<file path="config.mk">
export PLATFORM = sky130hd
export DESIGN_NAME = hs_unit_skid_buffer
export DESIGN_NICKNAME = d
export VERILOG_FILES = /design/src/rtl/hs_unit_pkg.sv /design/src/rtl/hs_unit_dff_noreset_ce.sv /design/src/rtl/hs_unit_skid_buffer.sv
export SDC_FILE = /design/constraint.sdc
export NUM_CORES = 1
export LEC_CHECK = 0
export BUFFER_PORTS_ARGS = -buffer_cell sky130_fd_sc_hd__buf_2
export CAP_MARGIN = 10
export CORE_AREA = 2 2 39 41
export DETAILED_ROUTE_END_ITERATION = 16
export DIE_AREA = 0 0 41 43
export PLACE_DENSITY = 0.42
export SYNTH_ARGS = -nofsm -noshare
export SYNTH_HDL_FRONTEND = slang
export SYNTH_SLANG_ARGS = --single-unit
</file>
<file path="constraint.sdc">
create_clock -name clk -period 1.6 [get_ports clk]
set_input_delay 0.24 -clock clk [delete_from_list [all_inputs] [get_ports clk]]
set_output_delay 0.24 -clock clk [all_outputs]
set_load 0.005 [all_outputs]
</file>
<file path="src/rtl/hs_unit_pkg.sv">
// Shared types for the handshake register-slice units.
// The skid state encoding doubles as the occupancy count.
package hs_unit_pkg;

  typedef enum logic [1:0] {
    EMPTY = 2'd0,
    BUSY  = 2'd1,
    FULL  = 2'd2
  } hs_skid_state_e;

endpackage

</file>
<file path="src/rtl/hs_unit_dff_noreset_ce.sv">
// Clock-enable register without reset, generic payload type.
// Holds its value on every edge where ce is low.
module hs_unit_dff_noreset_ce #(
  parameter type DATA_TYPE = logic
) (
  input  logic     clk,
  input  logic     ce,
  input  DATA_TYPE din,
  output DATA_TYPE q
);

  DATA_TYPE data_q;

  always_ff @(posedge clk) begin
    if (ce) begin
      data_q <= din;
    end
  end

  assign q = data_q;

endmodule

</file>
<file path="src/rtl/hs_unit_skid_buffer.sv">
// Two-entry valid/ready register slice with skid register.
// Breaks valid/ready timing paths at one beat per cycle.
module hs_unit_skid_buffer
  import hs_unit_pkg::*;
#(
  parameter type DATA_TYPE = logic
) (
  input  logic       clk,
  input  logic       rst,
  input  logic       s_valid,
  output logic       s_ready,
  input  DATA_TYPE   s_data,
  output logic       m_valid,
  input  logic       m_ready,
  output DATA_TYPE   m_data,
  output logic [1:0] occupancy
);

  hs_skid_state_e state_q, state_d;
  logic s_ready_q, s_ready_d;
  logic m_valid_q, m_valid_d;

  logic s_xfer, m_xfer;
  logic load_main, load_skid, sel_skid;

  DATA_TYPE main_din;
  DATA_TYPE main_q;
  DATA_TYPE skid_q;

  assign s_xfer = s_valid & s_ready_q;
  assign m_xfer = m_valid_q & m_ready;

  always_comb begin
    state_d   = state_q;
    load_main = 1'b0;
    load_skid = 1'b0;
    sel_skid  = 1'b0;
    unique case (state_q)
      EMPTY: begin
        if (s_xfer) begin
          load_main = 1'b1;
          state_d   = BUSY;
        end
      end
      BUSY: begin
        if (s_xfer && m_xfer) begin
          load_main = 1'b1;
        end else if (s_xfer) begin
          load_skid = 1'b1;
          state_d   = FULL;
        end else if (m_xfer) begin
          state_d = EMPTY;
        end
      end
      FULL: begin
        // s_ready is low here, so only the drain can happen
        if (m_xfer) begin
          load_main = 1'b1;
          sel_skid  = 1'b1;
          state_d   = BUSY;
        end
      end
      default: begin
        state_d = EMPTY;
      end
    endcase
  end

  assign s_ready_d = (state_d != FULL);
  assign m_valid_d = (state_d != EMPTY);

  always_ff @(posedge clk) begin
    if (rst) begin
      state_q   <= EMPTY;
      s_ready_q <= 1'b0;
      m_valid_q <= 1'b0;
    end else begin
      state_q   <= state_d;
      s_ready_q <= s_ready_d;
      m_valid_q <= m_valid_d;
    end
  end

  assign main_din = sel_skid ? skid_q : s_data;

  hs_unit_dff_noreset_ce #(
    .DATA_TYPE(DATA_TYPE)
  ) u_main (
    .clk (clk),
    .ce  (load_main),
    .din (main_din),
    .q   (main_q)
  );

  hs_unit_dff_noreset_ce #(
    .DATA_TYPE(DATA_TYPE)
  ) u_skid (
    .clk (clk),
    .ce  (load_skid),
    .din (s_data),
    .q   (skid_q)
  );

  assign s_ready   = s_ready_q;
  assign m_valid   = m_valid_q;
  assign m_data    = main_q;
  assign occupancy = state_q;

endmodule

</file>
==> results.md <==
* Worst-path clk slew at 0.05 ns
* Slew Limit Fails at 0
* Final #Nets at 43
* Row cnt at 14
* Period utilization at 84.9%
* RSZ-0062 raised after global routing: no
* Setup violations, final at 0
* Total track usage at 8.47%
* Post-synthesis sequential area ratio at 53.3%
* CTS max path bufs at 2
* Tot Pwr at 373 µW
* Postcts setup bufs at 0
* Max incr delay on CP at 0.46 ns
* First-pass GRT wire length at 890 µm
* Critical Path AT at 1.36 ns
* Syn nets at 29
* I/O Buffers at 9
* Avg Synthesized Cell Area at 10.9 µm²
* Largest net degree at the start of global routing at 10
* TritonCTS clock tree: done
* Crit. End Element: flop
* Top post-synthesis cells by count: 4 x dfxtp_1, 3 x nand2_1, 2 x edfxtp_1
* GPL Wtd Cong at 0.788
* Htree depth at 1
* Asr flop ratio synth at 0%
* WL final at 560 µm
* Synth warnings at 0
* Min Tclk post-route at 1.36 ns
* Fillers at 147
* Least-Margin Pin Slew at 0.340 ns
* MaxCap Viol Count at 0
* Mapped Cells at 24
* Area leader, netlist: dfxtp_1
* Drt via density at 4.60
* Layout cells sized above 1 at 35.1%
* Chip height at 43 µm
* Post-synthesis register bit count at 6
* Ant. Diodes at 0
* Share of the synthesized area in the top cell type at 30.5%
* DR DRC count at 0
* Layout Skew at 0.00617 ns
* DRT iter0 DRCs at 3
* Initial antenna violation count at 0
* Core area at 1380 µm²
* Hold crit path type: in2reg
* LEAKAGE at 0.141 nW
* Crit start category: flop
* DP HPWL at 406 µm
* CP delay by family, top: flip-flops
* Crit-path max FO at 9
* Later-pin clock latency in the skew report at 0.25 ns
* Total number of vias at 244
* Initial Utilization at 19.0%
* Root Buffer: clkbuf_4
* Flop2flop setup slack at 0.24 ns
* Hold_buf cts at 0
* Status: finished, final reports clean
* Critical-path top delay cell: dfxtp_1
* Area of the multi-input gates at 123 µm²
* Sum of negative setup slack at 0 ns
* Clock sink count at 6
* DIE WIDTH at 41 µm
* Buf/Inv on CP at 0
* Initial DRT Pass Iterations at 3
* Required time of the worst setup path at 1.60 ns
* Number of global-route vias before repair at 221
* Post-Syn Area at 263 µm²
* Final hold violations at 0
* VDD IR max at 0.000317 V
* DIE AREA at 1760 µm²
* Gr ovfl total at 0
* Routed wire length per instance at 10.6 µm
* # IOs at 10
* Antenna viol nets, final at 0
* Layout Area Growth over Synthesis at 34.8%
* Worst hold slack at 0.183 ns
* Post-synth EDFFs at 2
* Sequential standard cell area at 140 µm²
* Fmax at 736 MHz
* Ranking of synthesized cells by area: dfxtp_1 30%, edfxtp_1 23%, mux2_4 5.7%
* Crit path kind: reg2reg
* Slew headroom at 77.0%
* Worst-path cell chain: nand2b_1 -> or2_1 -> mux2_4
* Yosys cell types at 18
* Num CTS Buffers at 3
* Power Density at 1050 nW/µm²
* Top FF cell, synth: dfxtp_1
* CTS resizes at 0
* Top-count cell post-synth: dfxtp_1
## where the power goes
group / leakage, nW / switching [mW] / total, mW / internal [mW]
logic: 0.0749 / 0.0185 / 0.0394 / 0.0208
registers: 0.0514 / 0.0107 / 0.179 / 0.168
clock network: 0.0150 / 0.0598 / 0.155 / 0.0948
## cells in the final DEF, fill, tap and decap left out
cell type and count:
buf_2 9, dfxtp_1 4, nand2_1 3, clkbuf_4 3, edfxtp_1 2, nand2b_1 1, or2_1 1, or3_1 1
o311ai_0 1, mux2_4 1, nor3_1 1, a221oi_1 1, nand4_1 1, o21ai_0 1, nor4bb_1 1, nand4b_1 1
a21boi_0 1, nor2b_1 1, nor2_1 1, a211oi_1 1, clkbuf_1 1
## per-layer routing
| metal | track usage (%) | up-vias | share of wire [%] |
|---|---|---|---|
| li1 | - | 120 | - |
| met1 | 8.79 | 114 | 47 |
| met2 | 10.3 | 8 | 44 |
| met3 | 4.71 | 2 | 7.3 |
| met4 | 10.0 | 0 | 1.4 |
| met5 | 0 | - | 0 |
## layout make-up
type	instances	share of cell area, %
multi-input cells	18	34.6
well taps	16	5.65
repair buffers	9	12.7
flip-flops and latches	6	39.6
clock buffers	4	7.42
## worst paths after layout
check,to,cells after the start,from
max,u_main.q$_DFFE_PP_,3,occupancy[1]$_SDFF_PP0_
min,u_skid.q$_DFFE_PP_,1,s_data
max reg2reg,u_main.q$_DFFE_PP_,3,occupancy[1]$_SDFF_PP0_
min reg2reg,u_main.q$_DFFE_PP_,1,u_skid.q$_DFFE_PP_
## metrics by stage
stage | util (%) | instance area [µm²] | setup slack (ns) | std cells
after detailed placement | 23.7 | 328 | 0.253 | 49
after CTS | 25.6 | 354 | 0.252 | 53
after floorplan | - | 263 | 0.312 | 24
after global routing | 25.6 | 354 | 0.190 | 53
after global placement | 23.7 | 328 | 0.278 | 49
final | 25.6 | 354 | 0.242 | 53
## state kept, by name (all words and copies together) (netlist names)
register	count
u_main.q	1
m_valid	1
u_skid.q	1
occupancy	2
s_ready	1
## kinds of logic (layout without fill, tap and decap cells)
kind of cell	Yosys count	in the layout	synth area share [%]
multiplexers	1	1	5.71
AO/OA/AOI/OAI	5	5	14.3
AND/OR/NAND/NOR	12	12	26.7
buffers and inverters	0	13	0
flip-flops	6	6	53.3
(Power assumes the default switching activity.)
